$ cat src/rtl/pc_sequencer_if.sv
// rtl/pc_sequencer_if.sv - instruction-fetch handshake between the sequencer and instruction memory
interface pc_sequencer_if;
  logic [31:0] IMEM_ADDR;
  logic        IMEM_REQ;
  logic        IMEM_ACK;
  logic [31:0] IMEM_DATA;

  modport master (output IMEM_ADDR, output IMEM_REQ, input IMEM_ACK, input IMEM_DATA);
  modport slave  (input IMEM_ADDR, input IMEM_REQ, output IMEM_ACK, output IMEM_DATA);
endinterface

$ cat src/rtl/pc_sequencer.sv
// rtl/pc_sequencer.sv - multi-cycle fetch/exec/writeback sequencer owning the PC and retire count
module pc_sequencer #(
  parameter logic [31:0] RESET_PC    = 32'h0000_0000,
  parameter int unsigned EXEC_CYCLES = 1
) (
  input  logic                  CLK,
  input  logic                  RST,
  pc_sequencer_if.master        imem,
  input  logic [31:0]           NEXT_PC,
  output logic [31:0]           INSTR,
  output logic [31:0]           PC,
  output logic                  EXEC_EN,
  input  logic                  MEM_BUSY,
  output logic                  WB_EN,
  input  logic                  HALT,
  output logic                  HALTED,
  output logic                  MISALIGN,
  output logic [31:0]           RETIRED
);

  localparam logic [31:0] NOP_INSTR = 32'h0000_0013;
  localparam logic [3:0]  EXEC_LOAD = 4'(EXEC_CYCLES - 1);

  typedef enum logic [2:0] {
    S_FETCH,
    S_EXEC,
    S_MEMWAIT,
    S_WB,
    S_HALTED,
    S_TRAP
  } state_t;

  state_t      state;
  state_t      state_nx;
  logic        rst_q;
  logic [3:0]  exec_cnt;
  logic        req;
  logic        fetch_done;
  logic        misaligned;

  // rst_q keeps the request low for the cycle that still shows reset, so it
  // rises only in the first cycle after RST is released.
  assign fetch_done     = req && imem.IMEM_ACK;
  assign misaligned     = (NEXT_PC[1:0] != 2'b00);
  assign imem.IMEM_REQ  = req;
  assign imem.IMEM_ADDR = PC;

  always_ff @(posedge CLK) begin
    rst_q <= RST;
    if (RST) begin
      state    <= S_FETCH;
      PC       <= RESET_PC;
      INSTR    <= NOP_INSTR;
      RETIRED  <= 32'd0;
      MISALIGN <= 1'b0;
      exec_cnt <= 4'd0;
    end else begin
      state <= state_nx;
      if (fetch_done) begin
        INSTR    <= imem.IMEM_DATA;
        exec_cnt <= EXEC_LOAD;
      end else if (state == S_EXEC && exec_cnt != 4'd0) begin
        exec_cnt <= exec_cnt - 4'd1;
      end
      if (state == S_WB) begin
        if (misaligned) begin
          MISALIGN <= 1'b1;
        end else begin
          PC      <= NEXT_PC;
          RETIRED <= RETIRED + 32'd1;
        end
      end
    end
  end

  always_comb begin
    state_nx = state;
    req      = 1'b0;
    EXEC_EN  = 1'b0;
    WB_EN    = 1'b0;
    HALTED   = 1'b0;
    case (state)
      S_FETCH: begin
        req = !rst_q;
        if (req && imem.IMEM_ACK) state_nx = S_EXEC;
      end
      S_EXEC: begin
        EXEC_EN = 1'b1;
        if (exec_cnt == 4'd0) state_nx = MEM_BUSY ? S_MEMWAIT : S_WB;
      end
      S_MEMWAIT: begin
        if (!MEM_BUSY) state_nx = S_WB;
      end
      S_WB: begin
        WB_EN = 1'b1;
        if (misaligned)  state_nx = S_TRAP;
        else if (HALT)   state_nx = S_HALTED;
        else             state_nx = S_FETCH;
      end
      S_HALTED: begin
        HALTED = 1'b1;
        if (!HALT) state_nx = S_FETCH;
      end
      S_TRAP: begin
        HALTED = 1'b1;
      end
      default: state_nx = S_FETCH;
    endcase
  end

endmodule

$ cat src/flat_wrapper.sv
// flat-port wrapper written by rule: the top's interface ports become plain ports
module pc_sequencer_flat 
#(
  parameter logic [31:0] RESET_PC    = 32'h0000_0000,
  parameter int unsigned EXEC_CYCLES = 1
)
  (CLK, RST, NEXT_PC, INSTR, PC, EXEC_EN, MEM_BUSY, WB_EN, HALT, HALTED, MISALIGN, RETIRED, imem_IMEM_ADDR, imem_IMEM_REQ, imem_IMEM_ACK, imem_IMEM_DATA);
  pc_sequencer_if imem_i ();
  input  logic CLK;
  input  logic RST;
  input  logic [31:0] NEXT_PC;
  output logic [31:0] INSTR;
  output logic [31:0] PC;
  output logic EXEC_EN;
  input  logic MEM_BUSY;
  output logic WB_EN;
  input  logic HALT;
  output logic HALTED;
  output logic MISALIGN;
  output logic [31:0] RETIRED;
  output wire logic [$bits(imem_i.IMEM_ADDR)-1:0] imem_IMEM_ADDR;
  output wire logic [$bits(imem_i.IMEM_REQ)-1:0] imem_IMEM_REQ;
  input wire logic [$bits(imem_i.IMEM_ACK)-1:0] imem_IMEM_ACK;
  input wire logic [$bits(imem_i.IMEM_DATA)-1:0] imem_IMEM_DATA;
  assign imem_IMEM_ADDR = imem_i.IMEM_ADDR;
  assign imem_IMEM_REQ = imem_i.IMEM_REQ;
  assign imem_i.IMEM_ACK = imem_IMEM_ACK;
  assign imem_i.IMEM_DATA = imem_IMEM_DATA;
  pc_sequencer #(.RESET_PC(RESET_PC), .EXEC_CYCLES(EXEC_CYCLES)) u_core (.CLK(CLK), .RST(RST), .imem(imem_i), .NEXT_PC(NEXT_PC), .INSTR(INSTR), .PC(PC), .EXEC_EN(EXEC_EN), .MEM_BUSY(MEM_BUSY), .WB_EN(WB_EN), .HALT(HALT), .HALTED(HALTED), .MISALIGN(MISALIGN), .RETIRED(RETIRED));
endmodule
$ cat config.mk
export PLATFORM = sky130hd
export DESIGN_NAME = pc_sequencer_flat
export DESIGN_NICKNAME = d
export VERILOG_FILES = /design/src/rtl/pc_sequencer_if.sv /design/src/rtl/pc_sequencer.sv /design/src/flat_wrapper.sv
export SDC_FILE = /design/constraint.sdc
export NUM_CORES = 1
export LEC_CHECK = 0
export BUFFER_PORTS_ARGS = -buffer_cell sky130_fd_sc_hd__buf_2
export CAP_MARGIN = 0
export CORE_AREA = 3 3 102 104
export DETAILED_ROUTE_END_ITERATION = 12
export DIE_AREA = 0 0 105 107
export PLACE_DENSITY = 0.82
export SLEW_MARGIN = 20
export SYNTH_ARGS = -nofsm -noshare
export SYNTH_HDL_FRONTEND = slang
export SYNTH_SLANG_ARGS = --single-unit
$ cat constraint.sdc
create_clock -name CLK -period 2.6 [get_ports CLK]
set_clock_uncertainty 0.05 [all_clocks]
set_input_delay 0.52 -clock CLK [delete_from_list [all_inputs] [get_ports CLK]]
set_output_delay 0.52 -clock CLK [all_outputs]
set_load 0.1 [all_outputs]
# Word level (Yosys, flattened, before mapping)

Index checks and enable logic that the tools add are counted.

$add $sub $neg: 2
Eq/ne operators: 9
Multiplexer cells: 12
Bitwise logic cells: 2
Reductions and logical operators: 13

Operators with widths:

| operator                                                           | count |
|---|---|
| 32-bit by 1-bit adder with 32-bit output, second input constant    | 1 |
| 3-bit 2-to-1 mux                                                   | 6 |
| 3-bit case mux with 6 select lines                                 | 1 |
| 3-bit by 2-bit == test with 1-bit output, second input constant    | 2 |
| 3-bit == test, second input constant                               | 2 |
| 2-bit != test, second input constant                               | 3 |
| 1-bit 2-to-1 mux                                                   | 5 |
| 5-bit AND reduction                                                | 1 |
| 4-bit zero test                                                    | 1 |
| 2-bit AND reduction                                                | 2 |
| 4-bit nonzero test                                                 | 1 |
| 2-bit OR reduction                                                 | 2 |
| 4-bit by 1-bit subtractor with 4-bit output, second input constant | 1 |
| 3-bit by 1-bit == test with 1-bit output, second input constant    | 1 |
| 1-bit logical AND                                                  | 3 |
| 3-bit zero test                                                    | 1 |
| 2-bit by 1-bit != test with 1-bit output, second input constant    | 1 |
| 1-bit inverter                                                     | 2 |
| 2-bit nonzero test                                                 | 1 |
| 1-bit zero test                                                    | 1 |

Bits in registers: 105
Bits of input ports: 69
Output and inout bits: 133
Logic and storage cells: 45

# Longest topological paths before layout

Depth after elaboration: 4
Depth in mapped cells: 7
Gate-level depth less buffers: 6

# Worst setup path before layout

OpenSTA, ideal clock, no wires.

Kind: register to register
Start: reg u_core.state[2]
End: reg u_core.INSTR[10]
Library setup time: 0.132 ns
Data arrival time: 4.383 ns
Data required time: 2.418 ns
Slack: -1.966 ns
Cell stages (with the launch flop): 7
Path buffers: 2
Clock period less this slack: 4.566 ns
Cell sequence: dfxtp_1 buf_6 nor4_1 nand2_1 clkbuf_1 nand2_1 a21oi_1

Longest elaborated chain between the ends: 3

Ends and longest elaborated chain:

| element                  | line               | text |
|---|---|---|
| start: declaration       | pc_sequencer.sv:33 | `state_t state;` |
| start signal: assignment | pc_sequencer.sv:58 | `state <= state_nx;` |
| 3-bit zero test          | pc_sequencer.sv:82 | `case (state)` |
| 1-bit 2-to-1 mux         | pc_sequencer.sv:82 |  |
| via imem_IMEM_REQ        | flat_wrapper.sv:22 | `output wire logic [$bits(imem_i.IMEM_REQ)-1:0] imem_IMEM_REQ;` |
| 1-bit logical AND        | pc_sequencer.sv:43 | `assign fetch_done = req && imem.IMEM_ACK;` |
| end signal: assignment   | pc_sequencer.sv:60 | `INSTR <= imem.IMEM_DATA;` |
| end: declaration         | pc_sequencer.sv:10 | `output logic [31:0] INSTR,` |

The timed path passes the listed nets, and every way through them passes these cells.
A chain may end at the register's enable or synchronous reset.

# Final worst setup path

Start: reg u_core.state[1]
End: out WB_EN

Longest elaborated chain between the ends: 2

Ends and longest elaborated chain:

| element                                  | line               | text |
|---|---|---|
| 3-bit by 2-bit == test with 1-bit output | pc_sequencer.sv:82 |  |
| 1-bit 2-to-1 mux                         | pc_sequencer.sv:82 |  |
| end: declaration                         | flat_wrapper.sv:16 | `output logic WB_EN;` |

Every way passes these cells.

==> flow_summary.json <==
{
  "synth_fp_nets": 602,
  "drive_gt1_frac": 0.347,
  "max-cap-violations": 0,
  "power_leakage_uw": 0.00250,
  "overflow": 0,
  "path_class": "flip-flop to output port",
  "die_w_um": 105,
  "wire_per_inst_um": 13.7,
  "power_uw": 4340,
  "tritoncts": "yes",
  "critPathArrivalTime_ns": 1.88,
  "hold_depth": 3,
  "grt_first_pass_wirelength_um": 18600,
  "max_freq_ghz": 0.408,
  "die_h_um": 107,
  "synth_common_cells": "145 x nand2_1, 105 x dfxtp_1, 68 x a21oi_1, 39 x nor2_1, 32 x buf_4",
  "holdBufCountCts": 0,
  "row_count": 36,
  "tns_ns": 0,
  "syn2layout_area_growth_pct": 27.2,
  "postRouteAntennaNets": 0,
  "clkLatencyLatePin_ns": 0.36,
  "vias_per_cell": 4.94,
  "layout.nets": 760,
  "cts_sinks": 105,
  "slew_headroom": 0.635,
  "io_pins": 202,
  "rrSetupSlack_ns": 0.35,
  "synth-async-reset-ratio": 0,
  "hold_class": "input port to flip-flop",
  "synthesis.area_mm2": 0.00431,
  "status": "finished clean",
  "dieArea_mm2": 0.0112,
  "worst_slew_pin_slew_ns": 0.543,
  "synthTopCellsByArea": "dfxtp_1 49%, nand2_1 13%, a21oi_1 7.9%",
  "gp_routability_congestion": 0.884,
  "critPathRequiredTime_ns": 2.03,
  "final_core_util": 0.569,
  "cts_root_buf": "clkbuf_8",
  "port_buffers": 201,
  "clkTransAtPathRegs_ns": 0.10,
  "core_mm2": 0.00964,
  "clock_path_buffers": 2,
  "grt_max_degree": 44,
  "cts_setup_buffers": 0,
  "end_kind": "output port",
  "synth_cell_types": 37,
  "synth_top_cell_by_area": "dfxtp_1",
  "grt_antenna_before_repair": 0,
  "drtIter0Drc": 322,
  "yosys_warnings": 0,
  "slew_viol_final": 0,
  "powerDensity_mw_per_mm2": 792,
  "setup_violations": 0,
  "vias": 4087,
  "drt-pass1-iter-count": 4,
  "cts_resized": 0,
  "remaining_drc_errors": 0,
  "ys.flop_type": "dfxtp_1",
  "finalWirelength_um": 11400,
  "hold_viol": 0,
  "period_share": 0.942,
  "grt_pass1_vias": 3887,
  "synth.most_common_cell": "nand2_1",
  "cp_max_fo": 11,
  "initial_core_util": 0.447,
  "ir_drop_uv": 387,
  "dp_hpwl_um": 8440,
  "yosysSeqAreaShare": 0.488,
  "critPathLaunchType": "flip-flop",
  "tritoncts.num_buffers": 9,
  "avgSynthCellArea_um2": 8.12,
  "h-tree-depth": 3,
  "synth_top_area_share": 0.488,
  "ys_ff_latch": 105,
  "grtUsageTotal": 0.201,
  "finalCriticalPeriod_ns": 2.45,
  "rsz0062_at_grt": "no",
  "reg2reg_depth": 5,
  "synth_cells": 531,
  "synth_edf_count": 0,
  "antennaDiodeCount": 0
}
kinds of logic (layout without fill, tap and decap cells):
logic type | count (synthesis) | count (layout) | share of synthesized area
AO/OA/AOI/OAI | 79 | 79 | 0.0967
XOR/XNOR | 30 | 30 | 0.0610
adder cells (fa/ha/maj) | 2 | 2 | 0.00580
buffers and inverters | 70 | 233 | 0.0920
flip-flops | 105 | 105 | 0.488
multiplexers | 1 | 1 | 0.00261
AND/OR/NAND/NOR | 244 | 244 | 0.254
state kept, by name, indices dropped and copies added (netlist names):
name             cells
u_core.INSTR        32
u_core.PC           32
u_core.RETIRED      32
u_core.exec_cnt      4
u_core.state         3
u_core.MISALIGN      1
u_core.rst_q         1
critical path, stage by stage, from the launching register on:
cell and delay, ns:
dfxtp_1 0.63, inv_1 0.20, nor2_2 0.21, buf_2 0.46
layout make-up:
class | instances | area (um^2)
tap | 133 | 166
timing repair buffer | 210 | 1100
fill | 884 | 4160
inverter | 7 | 26.3
clock inverter | 7 | 124
sequential | 105 | 2110
multi-input combinational | 356 | 1840
clock buffer | 9 | 124
stage by stage:
step | hold slack [ns] | std cells | setup slack (ns) | cell area [um^2]
after floorplan | 0.441 | 531 | 0.0133 | 4330
after global placement | 0.389 | 811 | 0.298 | 5240
after detailed placement | 0.397 | 811 | 0.235 | 5240
after CTS | 0.301 | 827 | 0.144 | 5480
after global routing | 0.307 | 827 | 0.00718 | 5480
final | 0.318 | 827 | 0.151 | 5480
metal layers:
layer	vias to the layer above	global-route usage	share of wire
met4	0	0.0787	0.023
li1	2022	-	-
met3	22	0.0548	0.074
met2	186	0.348	0.49
met1	1857	0.237	0.42
met5	-	0	0
report_power, final:
group	total, uW	leakage, uW	switching (uW)	internal [uW]
clock network	1220	0.000120	572	648
registers	1790	0.000852	92.6	1700
logic	1330	0.00152	1090	243
final timing paths:
check	startpoint	endpoint
worst min-delay path	imem_IMEM_DATA[4]	u_core.INSTR[4]
worst max register to register	u_core.state[0]	u_core.RETIRED[31]
worst max-delay path	u_core.state[1]	WB_EN
worst min register to register	u_core.INSTR[9]	u_core.INSTR[9]
cell usage in the layout (no fill, tap or decap), types with 6 or more instances in the layout:
cell      Yosys  final
a21oi_1      68     68
buf_2         5    200
dfxtp_1     105    101
xor2_1       24     24
nand4_1      16     16
nand3_1       8      8
buf_4        32      8
nor2_1       39     38
clkbuf_8      0      9
nor3_1        8      8
o21ai_0       6      6
nand2_1     145    145
inv_1         7      7
xnor2_1       6      6
(Power assumes the default switching activity.)
